`src/rtl/arb_pkg.sv`:
```
// Shared definitions for the four-requester arbiter.
//   NREQ        : number of requesters
//   IDW         : width of an encoded requester index
//   arb_state_t : arbiter FSM states
package arb_pkg;

   localparam int NREQ = 4;
   localparam int IDW  = 2;

   typedef enum logic {
      IDLE  = 1'b0,
      GRANT = 1'b1
   } arb_state_t;

endpackage

```
`src/rtl/prio_enc4.sv`:
```
// Combinational 4-to-2 priority encoder, lowest set index wins.
// Ports:
//   in_vec : candidate vector
//   idx    : index of the lowest set bit (00 when nothing is set)
//   valid  : high when any bit of in_vec is set
module prio_enc4
   import arb_pkg::*;
(
   input  logic [NREQ-1:0] in_vec,
   output logic [IDW-1:0]  idx,
   output logic            valid
);

   // Lowest-index-first encode of the candidate vector.
   always_comb begin
      idx   = 2'b00;
      valid = 1'b1;
      casez (in_vec)
         4'b???1: idx = 2'b00;
         4'b??10: idx = 2'b01;
         4'b?100: idx = 2'b10;
         4'b1000: idx = 2'b11;
         default: begin
            idx   = 2'b00;
            valid = 1'b0;
         end
      endcase
   end

endmodule

```
`src/rtl/arb4_rr_ctrl.sv`:
```
// Four-requester arbiter with run-time fixed-priority / round-robin policy,
// grant holding and pre-emption after MAX_HOLD cycles when others wait.
// Ports:
//   clk     : clock, rising edge
//   rst     : synchronous active-high reset
//   req     : level-sensitive request vector
//   rr_mode : 0 = fixed priority (index 0 highest), 1 = round-robin
//   gnt     : registered one-hot grant (or zero)
//   gnt_id  : encoded index of the grant, held while idle
//   busy    : high while any grant is asserted
module arb4_rr_ctrl
   import arb_pkg::*;
#(
   parameter int MAX_HOLD = 8
)(
   input  logic            clk,
   input  logic            rst,
   input  logic [NREQ-1:0] req,
   input  logic            rr_mode,
   output logic [NREQ-1:0] gnt,
   output logic [IDW-1:0]  gnt_id,
   output logic            busy
);

   localparam logic [7:0] HOLD_LAST = 8'(MAX_HOLD - 1);

   arb_state_t      state_r, state_nxt_s;
   logic [NREQ-1:0] gnt_r, gnt_nxt_s;
   logic [IDW-1:0]  gnt_id_r, gnt_id_nxt_s;
   logic            busy_r, busy_nxt_s;
   logic [IDW-1:0]  last_id_r, last_id_nxt_s;
   logic [7:0]      hold_cnt_r, hold_cnt_nxt_s;

   logic [NREQ-1:0] cand_s;
   logic            decide_s;
   logic [NREQ-1:0] others_s;
   logic [IDW-1:0]  offset_s;
   logic [NREQ-1:0] rot_s;
   logic [IDW-1:0]  enc_idx_s;
   logic            enc_valid_s;
   logic [IDW-1:0]  winner_s;

   // Decide whether this cycle is an arbitration point and what competes.
   always_comb begin
      cand_s   = 4'b0000;
      decide_s = 1'b0;
      others_s = req & ~gnt_r;
      case (state_r)
         IDLE: begin
            cand_s   = req;
            decide_s = |req;
         end
         GRANT: begin
            if (!req[gnt_id_r]) begin
               // Release: the releasing bit is already clear in req.
               cand_s   = req;
               decide_s = 1'b1;
            end else if ((hold_cnt_r == HOLD_LAST) && (|others_s)) begin
               cand_s   = others_s;
               decide_s = 1'b1;
            end else begin
               cand_s   = 4'b0000;
               decide_s = 1'b0;
            end
         end
         default: begin
            cand_s   = 4'b0000;
            decide_s = 1'b0;
         end
      endcase
   end

   // Rotate candidates so the search starts just after the last winner in RR mode.
   always_comb begin
      offset_s = rr_mode ? (last_id_r + 2'd1) : 2'd0;
      rot_s    = 4'b0000;
      for (int i = 0; i < NREQ; i++) begin
         rot_s[i] = cand_s[IDW'(i) + offset_s];
      end
   end

   prio_enc4 u_enc (
      .in_vec (rot_s),
      .idx    (enc_idx_s),
      .valid  (enc_valid_s)
   );

   // Map the rotated index back to a requester index (2-bit wrap).
   always_comb begin
      winner_s = enc_idx_s + offset_s;
   end

   // Next-state and next-output computation.
   always_comb begin
      state_nxt_s    = state_r;
      gnt_nxt_s      = gnt_r;
      gnt_id_nxt_s   = gnt_id_r;
      busy_nxt_s     = busy_r;
      last_id_nxt_s  = last_id_r;
      hold_cnt_nxt_s = hold_cnt_r;
      if (decide_s) begin
         if (enc_valid_s) begin
            state_nxt_s    = GRANT;
            gnt_nxt_s      = 4'b0001 << winner_s;
            gnt_id_nxt_s   = winner_s;
            busy_nxt_s     = 1'b1;
            last_id_nxt_s  = winner_s;
            hold_cnt_nxt_s = 8'd0;
         end else begin
            state_nxt_s    = IDLE;
            gnt_nxt_s      = 4'b0000;
            busy_nxt_s     = 1'b0;
            hold_cnt_nxt_s = 8'd0;
         end
      end else if (state_r == GRANT) begin
         // Saturate so a lone holder keeps the grant indefinitely.
         if (hold_cnt_r < HOLD_LAST) begin
            hold_cnt_nxt_s = hold_cnt_r + 8'd1;
         end else begin
            hold_cnt_nxt_s = hold_cnt_r;
         end
      end else begin
         hold_cnt_nxt_s = hold_cnt_r;
      end
   end

   // State and output registers with synchronous reset.
   always_ff @(posedge clk) begin
      if (rst) begin
         state_r    <= IDLE;
         gnt_r      <= 4'b0000;
         gnt_id_r   <= 2'b00;
         busy_r     <= 1'b0;
         last_id_r  <= 2'b11;
         hold_cnt_r <= 8'd0;
      end else begin
         state_r    <= state_nxt_s;
         gnt_r      <= gnt_nxt_s;
         gnt_id_r   <= gnt_id_nxt_s;
         busy_r     <= busy_nxt_s;
         last_id_r  <= last_id_nxt_s;
         hold_cnt_r <= hold_cnt_nxt_s;
      end
   end

   assign gnt    = gnt_r;
   assign gnt_id = gnt_id_r;
   assign busy   = busy_r;

endmodule

```
`config.mk`:
```
export PLATFORM = sky130hd
export DESIGN_NAME = arb4_rr_ctrl
export DESIGN_NICKNAME = d
export VERILOG_FILES = /design/src/rtl/arb_pkg.sv /design/src/rtl/prio_enc4.sv /design/src/rtl/arb4_rr_ctrl.sv
export SDC_FILE = /design/constraint.sdc
export NUM_CORES = 1
export LEC_CHECK = 0
export BUFFER_PORTS_ARGS = -buffer_cell sky130_fd_sc_hd__clkbuf_2
export CAP_MARGIN = 10
export CORE_MARGIN = 2
export CORE_UTILIZATION = 25
export CTS_CLUSTER_DIAMETER = 40
export CTS_CLUSTER_SIZE = 16
export DETAILED_ROUTE_END_ITERATION = 16
export HOLD_SLACK_MARGIN = 0.06
export MAX_ROUTING_LAYER = met4
export RECOVER_POWER = 50
export SYNTH_ARGS = -nofsm -noshare
export SYNTH_HDL_FRONTEND = slang
export SYNTH_SLANG_ARGS = --single-unit
```
`constraint.sdc`:
```
create_clock -name clk -period 3.3 [get_ports clk]
set_clock_uncertainty 0.05 [all_clocks]
set_input_delay 0.165 -clock clk [delete_from_list [all_inputs] [get_ports clk]]
set_output_delay 0.165 -clock clk [all_outputs]
set_load 0.01 [all_outputs]
```
==> results of run 1 <==
## final timing paths
path | to | slack [ps] | cells past startpoint
max | last_id_r[1] | 180 | 11
min | gnt_id[0] | 140 | 2
max reg2reg | last_id_r[1] | 180 | 11
min reg2reg | hold_cnt_r[6] | 440 | 1
## per-stage QoR
| step | total power, W | cells | instance area (µm²) | utilization, % |
|---|---|---|---|---|
| after floorplan | 0.0006297 | 131 | 1159 | - |
| after global placement | 0.0007977 | 202 | 1334 | 30.22 |
| after detailed placement | 0.0007998 | 202 | 1334 | 30.22 |
| after CTS | 0.0009587 | 206 | 1380 | 31.26 |
| after global routing | 0.001034 | 206 | 1408 | 31.89 |
| final | 0.0009545 | 206 | 1408 | 31.89 |
## sequential cells by signal, summed over array words and instances (netlist names)
name	cells
last_id_r	2
hold_cnt_r	8
gnt	4
gnt_id	2
busy	1
## Yosys cell counts (all sizes together), types with 4 or more instances
cell,count
inv,7
o21ai,4
nor2b,6
mux2i,4
dfxtp,17
a41oi,4
nor3,4
o211ai,7
nand2,13
nor2,9
and2,5
## final cells by class
type                       instances  share of cell area [%]
multi-input combinational        105                   57.69
sequential                        17                   24.27
timing repair buffer              21                   8.267
tap                               52                   4.622
clock buffer                       3                   2.933
inverter                           7                   1.867
clock inverter                     1                  0.3556
## cell families after synthesis
kind of cell	after synthesis	synth area share (%)
and+or+nand+nor	61	33.69
buffers and inverters	9	3.564
DFF	17	29.37
adders and majority gates	2	2.159
AOI/OAI and AO/OA	35	25.48
muxes	4	3.456
xor gates and xnor gates	3	2.268
## report_power, final
| group | internal (W) | leakage (nW) | switching [W] | total [W] |
|---|---|---|---|---|
| sequential | 0.000247 | 0.139 | 0.0000609 | 0.000308 |
| combinational | 0.000228 | 0.351 | 0.000262 | 0.000490 |
| clock | 0.0000838 | 0.0255 | 0.0000729 | 0.000157 |
## routing by layer
layer | GRT usage, % | part of all wire [%] | vias up
met1 | 15.47 | 49 | 544
met2 | 19.88 | 47 | 25
met5 | - | 0 | -
li1 | - | - | 555
met4 | 2.516 | 0.50 | 0
met3 | 3.194 | 4.2 | 2
==> results.md, run 1 <==
* Worst Hold Launch: rst
* Area contributors post-synth: dfxtp_1 (29%), o211ai_1 (4.5%), nand2_1 (4.2%), mux2i_1 (3.5%), a41oi_1 (3.0%)
* Yosys top cell area share at 29.37%
* Core area at 4414 µm²
* CTS tree: done
* Vias per cell at 5.466
* Worst path max stage delay at 590 ps
* Crit share post-route at 94.57%
* Final WS setup at 179.3 ps
* Clock transition at path regs at 70 ps
* Post-cts sizing count at 0
* Area grow syn2layout at 21.49%
* Die Span Y at 72.08 µm
* Post-synth ARST share at 0%
* Leak at 0.5156 nW
* Footprint of the multi-input gates at 812.0 µm²
* Synth Warn # at 0
* Post-CTS Setup Bufs at 0
* WP data required at 3380 ps
* Clock Latency Late Sink at 250 ps
* Critical path arrival at 3200 ps
* Syn_area_per_cell at 8.844 µm²
* Total track usage at 12.29%
* Area of the die at 5195 µm²
* CP delay by family, top: simple AND/OR/NAND/NOR gates
* ANT cells at 0
* Final setup violation count at 0
* Boundary pin count at 14
* Post-DRT Antenna Nets at 0
* Initial antenna violation count at 0
* CTS Buffer Depth at 2
* Yosys cell types at 51
* Critical path fanouts, max at 7
* Mapped Area at 1159 µm²
* Max Freq at 320.4 MHz
* Gr ovfl total at 0
* Number of I/O port buffers at 13
* CP startpoint kind: register
* Inserted Clock Buffers at 3
* Number of synthesized flops with an enable pin at 0
* First drt pass iteration count at 4
* Rows at 24
* Largest net degree at the start of global routing at 13
* Most common cell after layout, fill and taps aside: dfxtp_1
* Reg-to-Reg Start: hold_cnt_r[7]
* Crit path cell chain: or4b_4 -> nor3_2 -> o21ai_2 -> o31ai_2 -> nor3b_2 -> nand3b_1 -> ha_1 -> xnor2_1 -> a41oi_1 -> nor4b_1 -> or4_1
* Crit end category: register
* Leading area contributor after synthesis: dfxtp_1
* Slowest CP cell: or4b_4
* Routed len/inst at 14.49 µm
* Hold Crit Class: input pin to register
* # H-tree levels at 1
* Crit. Startpoint: hold_cnt_r[7]
* First-pass GRT wire length at 4885 µm
* Pwr Density at 678.1 nW/µm²
* Die W at 72.08 µm
* DP Worst Slack at 142.1 ps
* CP Buf/Inv Count at 0
* Net Count, Synth at 140
* Worst Tran Pin Value at 766.4 ps
* Status: finished clean
* 1st-iter DRT viols at 82
* Wirelength, routed at 2984 µm
* Maxcap violations at 0
* Post-synthesis register bit count at 17
* Peak VDD IR at 0.1610 mV
* Fin. Hold Viols at 0
* Hold slack at 142.8 ps
* Clk sinks at 17
* Mapped Cells at 131
* Routability cong. at 0.8435
* Critical path class: register to register
* DRC violations left at 0
* Vias in the first global route at 1018
* Post-synthesis sequential area ratio at 29.37%
* Final TNS setup at 0 ps
* Main flop type after synthesis: dfxtp_1
* Vias at 1126
* Commonest non-fill, non-tap cells in the layout: dfxtp_1 (16), nand2_1 (13), nor2_1 (9)
* Fin nets at 164
* Post-layout min period at 3121 ps
* Root Buffer: clkbuf_8
* Fillers at 472
* Dpl hpwl at 2349 µm
* Max-slew violations at 0
* Share of layout cells above drive strength 1 at 25.97%
* Slew margin rel. at 48.91%
* Initial Util at 26.25%
* Register Area at 341.6 µm²
* CTS Hold Bufs at 0
Note: power is estimated with default switching activity, not from simulation.
==> run 2, diff against run 1 <==
- BUFFER_PORTS_ARGS: -buffer_cell sky130_fd_sc_hd__clkbuf_2 -> -buffer_cell sky130_fd_sc_hd__buf_2
==> results.md, run 2 (synthesis results as in run 1) <==
* Status: finished clean
* Leak at 0.5104 nW
* Final WS setup at 215.3 ps
* Worst Hold Launch: rst
* Clock transition at path regs at 70 ps
* Commonest non-fill, non-tap cells in the layout: dfxtp_1 (16), nand2_1 (13), nor2_1 (9)
* # H-tree levels at 1
* Vias at 1110
* Vias per cell at 5.388
* Total track usage at 12.53%
* Crit end category: register
* Hold Crit Class: input pin to register
* Final setup violation count at 0
* Dpl hpwl at 2369 µm
* Fin. Hold Viols at 0
* Post-layout min period at 3085 ps
* CP startpoint kind: register
* Boundary pin count at 14
* First drt pass iteration count at 6
* Routed len/inst at 14.84 µm
* CTS Buffer Depth at 2
* Most flop-heavy register: hold_cnt_r
* DRC violations left at 0
* Worst Tran Pin Value at 806.8 ps
* Critical path arrival at 3160 ps
* DP Worst Slack at 112.8 ps
* ANT cells at 0
* Largest net degree at the start of global routing at 13
* Hold slack at 137.4 ps
* Vias in the first global route at 1025
* Most common cell after layout, fill and taps aside: dfxtp_1
* Fillers at 468
* Crit share post-route at 93.48%
* Crit path cell chain: or4b_4 -> nor3_2 -> o21ai_2 -> o31ai_2 -> nor3b_1 -> nand3b_1 -> ha_1 -> xnor2_1 -> a41oi_1 -> nor4b_1 -> or4_1
* Inserted Clock Buffers at 3
* Share of layout cells above drive strength 1 at 25.32%
* Wirelength, routed at 3058 µm
* Final std cells w/o fill at 206
* WP data required at 3380 ps
* Critical path class: register to register
* Max Freq at 324.2 MHz
* Worst path max stage delay at 590 ps
* Footprint of the multi-input gates at 807.0 µm²
* Number of I/O port buffers at 13
* Area of the die at 5195 µm²
* Reg-to-Reg Start: hold_cnt_r[7]
* Initial antenna violation count at 0
* Core area at 4414 µm²
* Max FFs per register at 8
* Pwr Density at 676.2 nW/µm²
* Die Span Y at 72.08 µm
* 1st-iter DRT viols at 88
* Post-placement cell count at 202
* Reg-to-reg critical path endpoint: last_id_r[1]
* CTS tree: done
* Final TNS setup at 0 ps
* Max-slew violations at 0
* Rows at 24
* Slowest CP cell: or4b_4
* Clk sinks at 17
* Peak VDD IR at 0.2231 mV
* Root Buffer: clkbuf_8
* Critical path fanouts, max at 7
* Fin nets at 164
* First-pass GRT wire length at 4981 µm
* Clock Latency Late Sink at 250 ps
* WHS Endpoint: gnt_id[0]
* Initial Util at 26.25%
* Die W at 72.08 µm
* Post-CTS Setup Bufs at 0
* Area grow syn2layout at 21.06%
* Unrepaired setup endpoints after global routing: false
* Worst Hold Depth at 2
* Slew margin rel. at 46.21%
* Maxcap violations at 0
* Gr ovfl total at 0
* Register Area at 341.6 µm²
* Routability cong. at 0.8446
* Reg2reg path depth at 11
* R2R Setup Slk at 220 ps
* Post-DRT Antenna Nets at 0
==> run 2: critical path, delay by kind of cell, from the launching register on <==
kind	cells	cell delay (ps)
xor+xnor	1	220
simple gates	6	1670
flops	1	320
compound gates	3	500
fa+ha+maj	1	190
==> run 2: stage by stage <==
| stage | total power [W] | utilization, % | area (µm²) |
|---|---|---|---|
| after global placement | 0.0007973 | 30.22 | 1334 |
| after global routing | 0.001029 | 31.77 | 1403 |
| after detailed placement | 0.0007999 | 30.22 | 1334 |
| after floorplan | 0.0006297 | - | 1159 |
| final | 0.0009484 | 31.77 | 1403 |
| after CTS | 0.0009577 | 31.41 | 1386 |
==> run 2: worst max path at each step <==
stage / to / startpoint / cells after the start
detailed placement: last_id_r[1] / hold_cnt_r[0] / 12
finish: last_id_r[1] / hold_cnt_r[7] / 11
floorplan: last_id_r[1] / busy / 11
CTS: last_id_r[1] / hold_cnt_r[0] / 12
global route: last_id_r[1] / hold_cnt_r[7] / 11
global placement: last_id_r[1] / hold_cnt_r[0] / 12
==> run 2: repair_timing <==
| item | in CTS | in global routing |
|---|---|---|
| pin swaps | 0 | 3 |
| setup endpoints to repair | 1 | 3 |
| resized for setup | 1 | 6 |
| gates cloned | 0 | 0 |
| hold buffers | 0 | 0 |
==> run 2: final cells by class <==
cell class	count	share of cell area, %
clock buffers	3	2.944
clock inverters	1	0.3568
inverters	7	1.873
multi-input cells	105	57.54
flip-flops and latches	17	24.35
well taps	52	4.639
repair buffers	21	8.296
==> run 2: power breakdown <==
part | switching (W) | leakage, nW | internal, W
Combinational | 0.000262 | 0.346 | 0.000227
Sequential | 0.0000583 | 0.139 | 0.000247
Clock | 0.0000714 | 0.0255 | 0.0000837
Total | 0.000392 | 0.510 | 0.000557
==> run 2: layer usage <==
layer  track usage [%]  vias up  share of wire [%]
met2             20.39       25                 47
li1                  -      551                  -
met3             3.333        2                4.2
met1             15.92      532                 48
met5                 -        -                  0
met4             1.887        0               0.56
==> run 3, diff against run 2 <==
- CORE_UTILIZATION: 25 -> 45
- PLACE_DENSITY: unset -> 0.67
==> results.md, run 3 (synthesis results as in run 1) <==
* Status: finished clean
* Footprint of the multi-input gates at 847.1 µm²
* Final std cells w/o fill at 183
* CTS tree: done
* Wirelength, routed at 2875 µm
* # H-tree levels at 1
* First-pass GRT wire length at 4588 µm
* Vias at 1085
* Max FFs per register at 8
* Reg-to-Reg Start: hold_cnt_r[6]
* Register Area at 342.8 µm²
* Post-placement cell count at 178
* First drt pass iteration count at 4
* Pwr Density at 661.1 nW/µm²
* Core area at 2455 µm²
* Rows at 18
* Worst Tran Pin Value at 738.2 ps
* Crit end category: register
* Max Freq at 320.6 MHz
* Crit share post-route at 94.51%
* WP data required at 3440 ps
* Slew margin rel. at 50.79%
* R2R Setup Slk at 180 ps
* Dpl hpwl at 2141 µm
* Maxcap violations at 0
* 1st-iter DRT viols at 24
* Clock Latency Late Sink at 300 ps
* Die W at 54.74 µm
* Routability cong. at 0.9257
* CTS Buffer Depth at 2
* Inserted Clock Buffers at 3
* Largest net degree at the start of global routing at 13
* Initial Util at 47.20%
* Share of layout cells above drive strength 1 at 29.41%
* Most common cell after layout, fill and taps aside: dfxtp_1
* CP startpoint kind: register
* Gr ovfl total at 0
* Final Total Pwr at 0.0009190 W
* Worst Hold Depth at 2
* Critical path arrival at 3260 ps
* Area of the die at 2996 µm²
* Max-slew violations at 0
* WHS Endpoint: busy
* Leak at 0.5137 nW
* Final setup violation count at 0
* Fillers at 245
* Critical path class: register to register
* DRC violations left at 0
* Commonest non-fill, non-tap cells in the layout: dfxtp_1 (15), nand2_1 (13), nor2_1 (9)
* Post-layout min period at 3119 ps
* Clock transition at path regs at 110 ps
* Peak VDD IR at 0.4435 mV
* Vias per cell at 5.929
* Critical path fanouts, max at 4
* Reg-to-reg critical path endpoint: last_id_r[1]
* Boundary pin count at 14
* Area grow syn2layout at 19.98%
* Fin. Hold Viols at 0
* Root Buffer: clkbuf_4
* Die Span Y at 54.74 µm
* Hold Crit Class: input pin to register
* Clk sinks at 17
* Reg2reg path depth at 11
* Worst Hold Launch: rst
* ANT cells at 0
* Most flop-heavy register: hold_cnt_r
* Routed len/inst at 15.71 µm
* Total track usage at 21.94%
* Number of I/O port buffers at 13
* Vias in the first global route at 1019
* Initial antenna violation count at 0
* Post-DRT Antenna Nets at 0
* Fin nets at 163
## run 3: through the flow
step	cell area [µm²]	TNS, ps	utilization [%]	worst slack (ps)	hold WS (ps)
after floorplan	1159	0	-	126.9	187.4
after global placement	1291	0	52.60	221.4	381.4
after detailed placement	1291	0	52.60	153.7	393.3
after CTS	1319	0	53.72	101.6	63.77
after global routing	1390	-10.26	56.63	-10.26	65.50
final	1390	0	56.63	181.0	53.37
## run 3: report_power, final
group	switching, W	internal, W
logic	0.000263	0.000230
clock network	0.0000722	0.0000452
registers	0.0000623	0.000247
total	0.000397	0.000522
## run 3: layer usage
metal	wire, µm	up-vias	GRT usage [%]
li1	-	550	-
met1	1334	513	27.47
met2	1451	18	35.12
met3	57	4	4.645
met4	31	0	6.667
met5	0	-	-
## run 3: how the worst max path moves through the flow
stage          slack [ps]           from           end
2_1_floorplan         130           busy  last_id_r[1]
3_3_place_gp          220  hold_cnt_r[0]  last_id_r[1]
3_5_place_dp          150  hold_cnt_r[0]  last_id_r[1]
4_1_cts               100      gnt_id[0]  last_id_r[1]
5_1_grt               -10  hold_cnt_r[6]  last_id_r[1]
6_report              180  hold_cnt_r[6]  last_id_r[1]
## run 3: final cells by class
class	instances	share of cell area [%]
clock buffer	3	1.620
sequential	17	24.66
multi-input combinational	105	60.94
timing repair buffer	20	7.831
tap	30	2.700
inverter	7	1.890
clock inverter	1	0.3600
## run 3: critical path: stages (launching register included)
cell and delay (ps):
dfxtp_1 340, or4b_4 610, nor3_4 220, o211ai_1 120
a311oi_2 310, nor3b_2 210, nand3b_1 130, ha_2 190
xnor2_2 130, a41oi_1 60, nor4b_1 180, or4_1 470
## run 3: what timing repair did
item                                    4_1_cts  5_1_grt
resized for setup                             0       16
hold buffers                                  0        0
setup buffers                                 0        1
endpoints found under the setup margin        0        4
